<file path="config.mk">
export PLATFORM = sky130hd
export DESIGN_NAME = fetch_entry_buffer
export DESIGN_NICKNAME = d
export VERILOG_FILES = /design/src/rtl/fetch_entry_buffer.sv
export SDC_FILE = /design/constraint.sdc
export NUM_CORES = 1
export LEC_CHECK = 0
export ABC_AREA = 1
export BUFFER_PORTS_ARGS = -buffer_cell sky130_fd_sc_hd__buf_2
export CAP_MARGIN = 15
export CORE_MARGIN = 4
export CORE_UTILIZATION = 30
export DETAILED_ROUTE_END_ITERATION = 12
export PLACE_DENSITY_LB_ADDON = 0.1
export SLEW_MARGIN = 20
export SYNTH_ARGS = -nofsm -noshare
export SYNTH_HDL_FRONTEND = slang
export SYNTH_SLANG_ARGS = --single-unit
</file>
<file path="constraint.sdc">
create_clock -name clk_i -period 5.2 [get_ports clk_i]
set_input_delay 1.04 -clock clk_i [delete_from_list [all_inputs] [get_ports clk_i]]
set_output_delay 1.04 -clock clk_i [all_outputs]
set_load 0.01 [all_outputs]
</file>
<file path="src/rtl/fetch_entry_buffer.sv">
// Fetch entry buffer: first-word-fall-through FIFO from realigner to decode.
// Locks out pushes after an exception entry until the next flush.
module fetch_entry_buffer #(
  parameter int unsigned DEPTH = 4,
  parameter int unsigned VLEN  = 64
) (
  input  logic                       clk_i,
  input  logic                       rst_ni,
  input  logic                       flush_i,
  input  logic                       instr_valid_i,
  output logic                       instr_ready_o,
  input  logic [31:0]                instr_i,
  input  logic [VLEN-1:0]            addr_i,
  input  logic                       bp_taken_i,
  input  logic                       ex_valid_i,
  output logic                       fetch_entry_valid_o,
  input  logic                       fetch_entry_ready_i,
  output logic [31:0]                fetch_entry_instr_o,
  output logic [VLEN-1:0]            fetch_entry_addr_o,
  output logic                       fetch_entry_bp_taken_o,
  output logic                       fetch_entry_ex_valid_o,
  output logic [$clog2(DEPTH+1)-1:0] count_o
);

  localparam int unsigned PW = $clog2(DEPTH);
  localparam int unsigned CW = $clog2(DEPTH+1);

  typedef struct packed {
    logic [31:0]     instr;
    logic [VLEN-1:0] addr;
    logic            bp_taken;
    logic            ex_valid;
  } entry_t;

  entry_t        mem_q [DEPTH];
  logic [PW-1:0] rd_ptr_q;
  logic [PW-1:0] wr_ptr_q;
  logic [CW-1:0] count_q;
  logic          ex_lock_q;
  logic          full;
  logic          push;
  logic          pop;
  entry_t        head;

  assign full          = (count_q == CW'(DEPTH));
  assign instr_ready_o = !full && !ex_lock_q && !flush_i;
  assign push          = instr_valid_i && instr_ready_o;

  assign fetch_entry_valid_o = (count_q != '0);
  assign pop = fetch_entry_valid_o && fetch_entry_ready_i;

  assign head                   = mem_q[rd_ptr_q];
  assign fetch_entry_instr_o    = head.instr;
  assign fetch_entry_addr_o     = head.addr;
  assign fetch_entry_bp_taken_o = head.bp_taken;
  assign fetch_entry_ex_valid_o = head.ex_valid;
  assign count_o                = count_q;

  always_ff @(posedge clk_i or negedge rst_ni) begin
    if (!rst_ni) begin
      rd_ptr_q  <= '0;
      wr_ptr_q  <= '0;
      count_q   <= '0;
      ex_lock_q <= 1'b0;
      for (int i = 0; i < DEPTH; i++) begin
        mem_q[i] <= '0;
      end
    end else if (flush_i) begin
      // storage is left stale; only control state is cleared
      rd_ptr_q  <= '0;
      wr_ptr_q  <= '0;
      count_q   <= '0;
      ex_lock_q <= 1'b0;
    end else begin
      if (push) begin
        mem_q[wr_ptr_q] <= '{instr:    instr_i,
                             addr:     addr_i,
                             bp_taken: bp_taken_i,
                             ex_valid: ex_valid_i};
        wr_ptr_q <= wr_ptr_q + PW'(1);
        if (ex_valid_i) begin
          ex_lock_q <= 1'b1;
        end
      end
      if (pop) begin
        rd_ptr_q <= rd_ptr_q + PW'(1);
      end
      unique case ({push, pop})
        2'b10:   count_q <= count_q + CW'(1);
        2'b01:   count_q <= count_q - CW'(1);
        default: count_q <= count_q;
      endcase
    end
  end

endmodule
</file>
==> results.yml <==
run_status:
  status: "finished, final reports clean"
layout:
  antennaDiodeCount: 0
  drive_above_1_share_pct: 14.6
  design_area_sq_mm: 0.0203
  fin_nets: 2205
  fillers: 6072
  syn2layout_area_growth_pct: 15.7
  finalNonFillerCells: 2895
  layout_common_cells: "o21ai_0 (493), nand2_1 (408), dfrtp_1 (398), buf_2 (204), nor2_1 (196)"
  multi_input_area_sq_mm: 0.00610
  regArea_sq_mm: 0.0100
  layout_commonest_cell: "o21ai_0"
  finish.utilization_pct: 35.2
synthesis:
  postSynthCellCount: 1975
  synth_area_sq_mm: 0.0176
  synth_fa_ha_area_share_pct: 0.399
  synth-xor-area-share_pct: 0.0499
  syn_avg_cell_area_sq_um: 8.90
  ys_seq_area_share_pct: 57.0
  synth_top_family_by_area: "compound AO/OA/AOI/OAI gates"
  synth.mux.area_fraction_pct: 0
  ys_seq_elements: 400
  yosysTopAreaCell: "dfrtp_1"
  synth_compound_area_share_pct: 20.5
  ys_warn_count: 0
  yosys.cell_types.count: 28
  synthSimpleGateAreaFrac_pct: 13.6
  synth_area_leaders: "dfrtp_1 (57%), o21ai_0 (14%), nand2_1 (8.7%)"
  syn-num-nets: 2083
  synth_top_cell_area_share_pct: 57.0
power_and_ir_drop:
  intPower_mw: 7.45
  swShare_pct: 33.7
  p_comb_share_pct: 26.8
  power_mw: 11.2
  clock_power_share_pct: 29.5
  leakage_nw: 9.94
  powerDensity_mw_per_mm2: 553
  p_seq_share_pct: 43.7
  p_sw_mw: 3.78
  max-vdd-ir-drop_mv: 0.231
setup_path:
  start_kind: "flop"
  critPathCaptureType: "primary output"
  critPathSlowestCell: "dfrtp_4"
  timing.rr.start: "count_o[0]"
  critPathMaxFanout: 67
  slowest_delay_ps: 730
  cp.required_ps: 4160
  path_class: "flop to primary output"
  reg2reg_depth: 7
  path_cells: "inv_6 -> buf_4 -> o21ai_0 -> o22ai_1 -> buf_2"
  worst_ep_arrival_time_ps: 2880
  ff2ff_setup_slack_ps: 2590
  reg2reg_to: "mem_q[60]"
detailed_routing:
  ant_nets: 0
  vias_per_cell: 4.79
  routed-via-count: 13900
  wirelength_mm: 49.9
  dr.pass1.iters: 5
  remaining_drc_errors: 0
  drt_iter0_drc: 759
  post_drt_wl_per_cell_microns: 17.3
flow_run:
  drv_cap: 0
place:
  post_dp_cell_area_sq_mm: 0.0187
  gp_congestion: 0.765
  io_buffers: 205
  numPlacedInstances: 2812
  post-dp-hpwl_mm: 28.1
  dp_slack_ps: 1840
clock_tree:
  postCtsSetupRepairBufs: 0
  ctsResizeCount: 0
  cts_tree: "yes"
  numCtsBuffers: 47
  clock_latency_ps: 570
  clock_path_buffers: 3
  htreeDepth: 2
  cts.sink_count: 400
  cts_hold_buf: 0
  path_clk_slew_ps: 60
  cts-root-buf: "clkbuf_16"
timing:
  slew_headroom_pct: 35.7
  setup_violations: 0
  fin_skew_ps: 25.2
  fmax_mhz: 255
  hold-worst-slack_ps: 322
  fin_crit_ps: 3920
  fin_ws_ps: 1280
  fin_crit_sh_pct: 75.5
  tightest_slew_ps: 964
  rsz0062_at_grt: "false"
  drv_slew: 0
  hold_viol: 0
  setup_tns_ps: 0
floorplan:
  core.rowCount: 88
  die_h_microns: 250
  dieArea_sq_mm: 0.0625
  initial_core_util_pct: 30.4
  io-pin-count: 206
  die_w_microns: 250
  coreArea_sq_mm: 0.0578
grt:
  grt_use_met3_pct: 2.82
  grt_pass1_vias: 14100
  antenna_found_initial: 2
  grt-ovfl-total: 0
  grt_max_degree: 151
  grt_usage_pct: 15.8
  met1_usage_pct: 21.8
  grt_pass1_wl_mm: 81.1
  grt_use_met2_pct: 26.1
  grt_busiest_layer: "met2"
hold_path:
  holdCritPathClass: "input port to asynchronous set/reset pin"
final cells by class:
class                   count  area share [%]
inverters                 108            2.05
flip-flops and latches    400            49.3
clock buffers              68            7.02
well taps                 765            4.71
repair buffers            221            6.28
clock inverters            14           0.665
multi-input cells        1319            30.0
worst max-delay path by stage:
stage / start / endpoint / slack [ps] / depth (start not counted)
2_1_floorplan: flush_i / instr_ready_o / 2740 / 3
3_3_place_gp: rd_ptr_q[0] / fetch_entry_instr_o[7] / 1900 / 5
3_5_place_dp: rd_ptr_q[0] / fetch_entry_addr_o[60] / 1840 / 5
4_1_cts: rd_ptr_q[0] / fetch_entry_addr_o[60] / 1210 / 5
5_1_grt: rd_ptr_q[0] / fetch_entry_addr_o[56] / 1050 / 5
6_report: rd_ptr_q[0] / fetch_entry_addr_o[60] / 1280 / 5
power groups by stage:
stage	Sequential (mW)	Combinational, mW	Clock, mW
finish	4.91	3.01	3.32
global route	5.05	3.49	3.57
CTS	4.90	3.09	3.46
detailed placement	4.94	3.09	0
global placement	4.94	3.04	0
floorplan	4.74	2.07	0
synthesized netlist by cell type (all sizes together):
library cell  count
nand2           413
buf              82
dfrtp           400
inv             106
nor2            198
o22ai            99
ha                4
nand4             3
nand3b            1
a21boi            1
clkbuf           66
o21ai           591
fa                1
a21oi             3
xnor2             1
clkinv            2
nand3             4
logic make-up after synthesis:
group	Yosys count
fa+ha+maj	5
flops	400
simple gates	619
compound gates	694
xor+xnor	1
buf+inv	256
worst max-delay path: cells and delay by family (launching register included):
kind	cells	cell delay, ps
buf+inv	3	1200
compound gates	2	310
flops	1	730
layer usage:
| metal | routed length, microns | vias up |
|---|---|---|
| met2 | 23200 | 257 |
| met1 | 23600 | 6720 |
| met5 | 28 | - |
| met3 | 2110 | 68 |
| li1 | - | 6812 |
| met4 | 984 | 4 |
sequential cells by signal, summed over array words and instances, names as in the netlist:
| register | count |
|---|---|
| count_o | 3 |
| ex_lock_q | 1 |
| wr_ptr_q | 2 |
| rd_ptr_q | 2 |
| mem_q | 392 |
No activity file was read; power rests on OpenSTA's default activity.
